File: config.mk
export PLATFORM = sky130hd
export DESIGN_NAME = enc_period_quad_avg_flat
export DESIGN_NICKNAME = d
export VERILOG_FILES = /design/src/rtl/enc_period_quad_avg_if.sv /design/src/rtl/enc_period_quad_avg.sv /design/src/flat_wrapper.sv
export SDC_FILE = /design/constraint.sdc
export NUM_CORES = 1
export LEC_CHECK = 0
export ABC_AREA = 1
export BUFFER_PORTS_ARGS = -buffer_cell sky130_fd_sc_hd__buf_2
export CAP_MARGIN = 20
export CORE_MARGIN = 1
export CORE_UTILIZATION = 60
export CTS_CLUSTER_SIZE = 25
export DETAILED_ROUTE_END_ITERATION = 16
export PLACE_DENSITY_LB_ADDON = 0.1
export SETUP_SLACK_MARGIN = 0.1
export SYNTH_ARGS = -nofsm -noshare
export SYNTH_HDL_FRONTEND = slang
export SYNTH_SLANG_ARGS = --single-unit
File: constraint.sdc
create_clock -name clk_fast -period 5.6 [get_ports clk_fast]
set_input_delay 0.84 -clock clk_fast [delete_from_list [all_inputs] [get_ports clk_fast]]
set_output_delay 0.84 -clock clk_fast [all_outputs]
set_load 0.01 [all_outputs]
File: src/rtl/enc_period_quad_avg_if.sv
// Encoder pin inputs and period-estimator results, grouped as one bus.
// The master drives pins and clr_err; the estimator is the slave.
interface enc_period_quad_avg_if #(
  parameter int W        = 22,
  parameter int AVG_LOG2 = 2
);
  logic                  a;
  logic                  b;
  logic                  clr_err;
  logic                  edge_stb;
  logic                  dir;
  logic                  dir_changed;
  logic [W-1:0]          period;
  logic [W-1:0]          period_est;
  logic [W-1:0]          run_cnt;
  logic [W+AVG_LOG2-1:0] avg_sum;
  logic                  avg_valid;
  logic                  sat;
  logic                  err;

  modport master (
    output a, b, clr_err,
    input  edge_stb, dir, dir_changed, period, period_est, run_cnt,
           avg_sum, avg_valid, sat, err
  );

  modport slave (
    input  a, b, clr_err,
    output edge_stb, dir, dir_changed, period, period_est, run_cnt,
           avg_sum, avg_valid, sat, err
  );
endinterface

File: src/rtl/enc_period_quad_avg.sv
// Quadrature encoder period estimator: synchronises A/B, decodes direction,
// measures edge-to-edge periods and keeps a moving sum of the last 2^AVG_LOG2.
module enc_period_quad_avg #(
  parameter int W        = 22,
  parameter int AVG_LOG2 = 2
) (
  input  logic                  clk_fast,
  input  logic                  reset,
  enc_period_quad_avg_if.slave  bus
);
  localparam int            DEPTH = 1 << AVG_LOG2;
  localparam int            SW    = W + AVG_LOG2;
  localparam int            FW    = AVG_LOG2 + 1;
  localparam logic [W-1:0]  MAX   = '1;
  localparam logic [FW-1:0] FULL  = FW'(DEPTH);

  // pin pairs are packed as {a, b}
  logic [1:0]                s1_q, s1_d, s2_q, s2_d, prev_q, prev_d;
  logic                      edge_stb_q, edge_stb_d, dir_q, dir_d;
  logic                      dir_changed_q, dir_changed_d, have_edge_q, have_edge_d;
  logic                      err_q, err_d, avg_valid_q, avg_valid_d, sat_q, sat_d;
  logic [W-1:0]              period_q, period_d, run_cnt_q, run_cnt_d;
  logic [W-1:0]              period_est_q, period_est_d;
  logic [SW-1:0]             avg_sum_q, avg_sum_d;
  logic [FW-1:0]             fill_q, fill_d;
  logic [DEPTH-1:0][W-1:0]   hist_q, hist_d;

  logic [1:0]   chg;
  logic         edge_det, illegal, new_dir, first;
  logic [W-1:0] oldest;

  always_comb begin
    s1_d   = {bus.a, bus.b};
    s2_d   = s1_q;
    prev_d = s2_q;

    chg      = s2_q ^ prev_q;
    edge_det = (chg == 2'b01) || (chg == 2'b10);
    illegal  = (chg == 2'b11);
    // forward Gray steps always have prev A equal to current B
    new_dir  = prev_q[1] ^ s2_q[0];
    first    = !have_edge_q || (new_dir != dir_q);
    oldest   = (fill_q == FULL) ? hist_q[DEPTH-1] : '0;

    edge_stb_d    = edge_det;
    err_d         = illegal | (err_q & ~bus.clr_err);
    dir_d         = dir_q;
    dir_changed_d = dir_changed_q;
    have_edge_d   = have_edge_q;
    period_d      = period_q;
    run_cnt_d     = (run_cnt_q == MAX) ? MAX : run_cnt_q + W'(1);
    avg_sum_d     = avg_sum_q;
    avg_valid_d   = avg_valid_q;
    fill_d        = fill_q;
    hist_d        = hist_q;

    if (edge_det) begin
      period_d    = run_cnt_q;
      run_cnt_d   = W'(1);
      dir_d       = new_dir;
      have_edge_d = 1'b1;
      if (first) begin
        period_d      = MAX;
        fill_d        = '0;
        avg_sum_d     = '0;
        avg_valid_d   = 1'b0;
        dir_changed_d = have_edge_q;
      end else begin
        hist_d[0] = run_cnt_q;
        for (int i = 1; i < DEPTH; i++) hist_d[i] = hist_q[i-1];
        avg_sum_d     = avg_sum_q + SW'(run_cnt_q) - SW'(oldest);
        fill_d        = (fill_q == FULL) ? fill_q : fill_q + FW'(1);
        avg_valid_d   = (fill_d == FULL);
        dir_changed_d = 1'b0;
      end
    end

    period_est_d = (period_q > run_cnt_q) ? period_q : run_cnt_q;
    sat_d        = (period_est_d == MAX);
  end

  always_ff @(posedge clk_fast or negedge reset) begin
    if (!reset) begin
      s1_q          <= '0;
      s2_q          <= '0;
      prev_q        <= '0;
      edge_stb_q    <= 1'b0;
      err_q         <= 1'b0;
      dir_q         <= 1'b0;
      dir_changed_q <= 1'b0;
      have_edge_q   <= 1'b0;
      period_q      <= MAX;
      run_cnt_q     <= MAX;
      avg_sum_q     <= '0;
      avg_valid_q   <= 1'b0;
      fill_q        <= '0;
      hist_q        <= '0;
      period_est_q  <= MAX;
      sat_q         <= 1'b1;
    end else begin
      s1_q          <= s1_d;
      s2_q          <= s2_d;
      prev_q        <= prev_d;
      edge_stb_q    <= edge_stb_d;
      err_q         <= err_d;
      dir_q         <= dir_d;
      dir_changed_q <= dir_changed_d;
      have_edge_q   <= have_edge_d;
      period_q      <= period_d;
      run_cnt_q     <= run_cnt_d;
      avg_sum_q     <= avg_sum_d;
      avg_valid_q   <= avg_valid_d;
      fill_q        <= fill_d;
      hist_q        <= hist_d;
      period_est_q  <= period_est_d;
      sat_q         <= sat_d;
    end
  end

  assign bus.edge_stb    = edge_stb_q;
  assign bus.dir         = dir_q;
  assign bus.dir_changed = dir_changed_q;
  assign bus.period      = period_q;
  assign bus.period_est  = period_est_q;
  assign bus.run_cnt     = run_cnt_q;
  assign bus.avg_sum     = avg_sum_q;
  assign bus.avg_valid   = avg_valid_q;
  assign bus.sat         = sat_q;
  assign bus.err         = err_q;
endmodule
File: src/flat_wrapper.sv
// flat-port wrapper written by rule: the top's interface ports become plain ports
module enc_period_quad_avg_flat 
#(
  parameter int W        = 22,
  parameter int AVG_LOG2 = 2
)
  (clk_fast, reset, bus_a, bus_b, bus_clr_err, bus_edge_stb, bus_dir, bus_dir_changed, bus_period, bus_period_est, bus_run_cnt, bus_avg_sum, bus_avg_valid, bus_sat, bus_err);
  enc_period_quad_avg_if #(.W(W), .AVG_LOG2(AVG_LOG2)) bus_i ();
  input  logic clk_fast;
  input  logic reset;
  input wire logic [$bits(bus_i.a)-1:0] bus_a;
  input wire logic [$bits(bus_i.b)-1:0] bus_b;
  input wire logic [$bits(bus_i.clr_err)-1:0] bus_clr_err;
  output wire logic [$bits(bus_i.edge_stb)-1:0] bus_edge_stb;
  output wire logic [$bits(bus_i.dir)-1:0] bus_dir;
  output wire logic [$bits(bus_i.dir_changed)-1:0] bus_dir_changed;
  output wire logic [$bits(bus_i.period)-1:0] bus_period;
  output wire logic [$bits(bus_i.period_est)-1:0] bus_period_est;
  output wire logic [$bits(bus_i.run_cnt)-1:0] bus_run_cnt;
  output wire logic [$bits(bus_i.avg_sum)-1:0] bus_avg_sum;
  output wire logic [$bits(bus_i.avg_valid)-1:0] bus_avg_valid;
  output wire logic [$bits(bus_i.sat)-1:0] bus_sat;
  output wire logic [$bits(bus_i.err)-1:0] bus_err;
  assign bus_i.a = bus_a;
  assign bus_i.b = bus_b;
  assign bus_i.clr_err = bus_clr_err;
  assign bus_edge_stb = bus_i.edge_stb;
  assign bus_dir = bus_i.dir;
  assign bus_dir_changed = bus_i.dir_changed;
  assign bus_period = bus_i.period;
  assign bus_period_est = bus_i.period_est;
  assign bus_run_cnt = bus_i.run_cnt;
  assign bus_avg_sum = bus_i.avg_sum;
  assign bus_avg_valid = bus_i.avg_valid;
  assign bus_sat = bus_i.sat;
  assign bus_err = bus_i.err;
  enc_period_quad_avg #(.W(W), .AVG_LOG2(AVG_LOG2)) u_core (.clk_fast(clk_fast), .reset(reset), .bus(bus_i));
endmodule
==> summary.txt <==
dominant cell by count in the synthesized netlist - nand2_1
Final Hold Fails - 0
Design Power - 6.229 mW
Final Wtd Congestion - 0.9429
Final WS setup - 1724 ps
worst slew pin tran - 915.0 ps
H-Tree Level Count - 4
vias in the first global route - 7585
DIE WIDTH - 133.3 microns
Worst-path clk slew - 70 ps
final std cells w/o fill - 1535
initial drt markers - 537
Async SR Flop Fraction - 1.000
number of nets in the layout - 1379
Congestion Overflow GR - 0
core area - 0.01670 sq mm
CTS tree - yes
wire per inst - 15.18 microns
YS warnings - 0
Post-synth EDFFs - 0
TritonCTS Buffers - 17
# fillers - 1374
status - complete, no violations
final critical-path required period - 3876 ps
post-synthesis cell count - 1219
Worst Setup Start Kind - flop
Mapped Avg Cell Area - 8.485 sq um
post-cts sizing count - 0
# diodes - 0
Max Cap Violations - 0
first drt pass iteration count - 5
Hold Crit Class - reg2reg
sequential-to-total area share from yosys stat - 0.4774
CTS Root Cell - clkbuf_16
Detail Route Antenna Nets - 0
initial antenna violation count - 0
maximum root-to-sink buffer count - 2
Placement Cell Area - 0.01099 sq mm
maximum fanout along the worst path - 24
clock skew - 8.035 ps
Yosys reg bits - 194
ys flop type - dfrtp_1
most frequent cells after synthesis - nand2_1 (263), inv_1 (235), o21ai_0 (130)
first-pass GRT wire length - 38150 microns
Pwr per Cell Area - 535.9 mW/mm^2
final period utilization - 0.6921
Synth Net Count - 1296
vias per inst - 5.297
area of the multi-input gates - 0.004344 sq mm
Post-route DRC - 0
final wirelength - 23300 microns
Critical Path End Type - flop
critical path arrival - 4170 ps
Yosys top cell by area - dfrtp_1
slew margin rel. - 0.3885
gr usage total - 0.2745
Sw Pwr - 2.623 mW
largest net degree at the start of global routing - 97
Layout area overhead - 12.36%
post-route cell area - 0.01162 sq mm
post-CTS setup buffers - 0
setup violators final - 0
Max Fclk - 258.0 MHz
register share of total power - 0.325
largest cells by area after synthesis - dfrtp_1 (31%), dfstp_2 (17%), nand2_1 (9.5%), inv_1 (8.5%), o21ai_0 (6.3%)
Vert. Die Dim - 133.3 microns
final setup TNS - 0 ps
Slew Viols, Final - 0
DP HPWL - 16550 microns
WS Path Type - reg2reg
layout cells sized above 1 - 0.1703
# clock sinks - 194
DR vias - 8131
placed cell count - 1503
DP Worst Slack - 1755 ps
cell row count - 47
Yosys cell types - 37
Int Pwr - 3.606 mW
Crit path required time - 5890 ps
Die Footprint - 0.01777 sq mm
Gate power share - 0.467
hold_buf cts - 0
VDD IR-drop max - 0.2699 mV
Register Area - 0.004938 sq mm
Yosys top cell area share - 0.3072
Switching Share - 0.4211
mapped cell area - 0.01034 sq mm
Initial Util - 0.6193
unrepaired setup endpoints after global routing - false
I/O Buffers - 100
Clk pwr share - 0.209
I/O pin cnt - 101
worst-skew pair later-pin latency - 430 ps
cell leakage power - 5.766 nW
[final cells by class]
class	count	area share
multi-input cells	748	0.3738
clock buffers	19	0.03811
inverters	235	0.07590
clock inverters	13	0.01593
flip-flops and latches	194	0.4249
well taps	220	0.02368
repair buffers	106	0.04769
[sequential cells by signal, indices dropped and copies added, names as in the netlist]
register and cells:
u_core.bus.avg_valid 1, u_core.bus.run_cnt 22, u_core.bus.sat 1, u_core.fill_q 3, u_core.hist_q 88, u_core.prev_d 2
u_core.bus.avg_sum 24, u_core.bus.err 1, u_core.prev_q 2, u_core.bus.edge_stb 1, u_core.bus.dir_changed 1, u_core.s1_q 2
u_core.bus.period 22, u_core.bus.dir 1, u_core.bus.period_est 22, u_core.have_edge_q 1
[layout by cell type, fill, tap and decap left out, drive strengths merged]
cell type / instances
o22ai: 36
fa: 22
clkinvlp: 2
dfstp: 67
nand2: 267
a21o: 4
dfrtp: 127
a31oi: 2
a22o: 1
nor2: 80
a21oi: 56
xor2: 17
xnor2: 4
o21bai: 4
o21ai: 130
o211ai: 1
buf: 105
bufinv: 3
clkbuf: 20
clkinv: 1
inv: 242
nor4: 6
nor3: 8
and2: 2
nand3b: 14
or2: 3
ha: 50
nand3: 24
o21a: 9
nand4: 8
[critical path: stages, from the launching register on]
cell and delay [ps]:
dfrtp_1 380, inv_1 100, ha_1 150, nand2_1 510, nor2_1 340, fa_1 500, fa_1 480, o21a_1 230
o21ai_0 380, nand3_1 200, a21oi_1 210, o21ai_0 100, nand2_1 70, o22ai_1 70
[per-layer routing]
| metal | vias to the layer above | GRT usage | share of wire |
|---|---|---|---|
| li1 | 4010 | - | - |
| met1 | 3931 | 0.3693 | 0.45 |
| met2 | 164 | 0.4641 | 0.50 |
| met3 | 26 | 0.03615 | 0.036 |
| met4 | 0 | 0.08586 | 0.018 |
| met5 | - | 0 | 0 |
[power by group through the flow]
stage	registers [mW]	logic [mW]	clock network, mW
2_1_floorplan	2.14	2.00	0
3_3_place_gp	2.04	2.82	0
3_5_place_dp	2.05	2.88	0
4_1_cts	2.03	2.90	1.33
5_1_grt	2.06	3.33	1.37
6_report	2.02	2.91	1.30
[worst paths after layout]
path | slack [ps] | start | cells after the start | endpoint
setup / recovery | 1720 | u_core.fill_q[0] | 13 | u_core.bus.avg_sum[22]
setup reg to reg | 1720 | u_core.fill_q[0] | 13 | u_core.bus.avg_sum[22]
hold / removal | 350 | u_core.s1_q[1] | 0 | u_core.prev_d[1]
max in group asynchronous | 3910 | reset | 2 | u_core.hist_q[11]
min in group asynchronous | 460 | reset | 1 | u_core.hist_q[70]
hold reg to reg | 350 | u_core.s1_q[1] | 0 | u_core.prev_d[1]
[through the flow]
step             util  hold slack [ps]
4_1_cts        0.6959            354.4
2_1_floorplan       -            331.2
5_1_grt        0.6959            360.6
3_3_place_gp   0.6583            335.0
3_5_place_dp   0.6583            339.7
6_report       0.6959            354.8
[cells by family (layout without fill, tap and decap cells)]
| group | Yosys count | after routing | share of synthesized area |
|---|---|---|---|
| AOI/OAI and AO/OA | 243 | 243 | 0.1269 |
| xor gates and xnor gates | 21 | 21 | 0.01778 |
| adders and majority gates | 72 | 72 | 0.1031 |
| buffers and inverters | 277 | 373 | 0.1035 |
| DFF | 194 | 194 | 0.4774 |
| and+or+nand+nor | 412 | 412 | 0.1713 |
No activity file was read; power rests on OpenSTA's default activity.
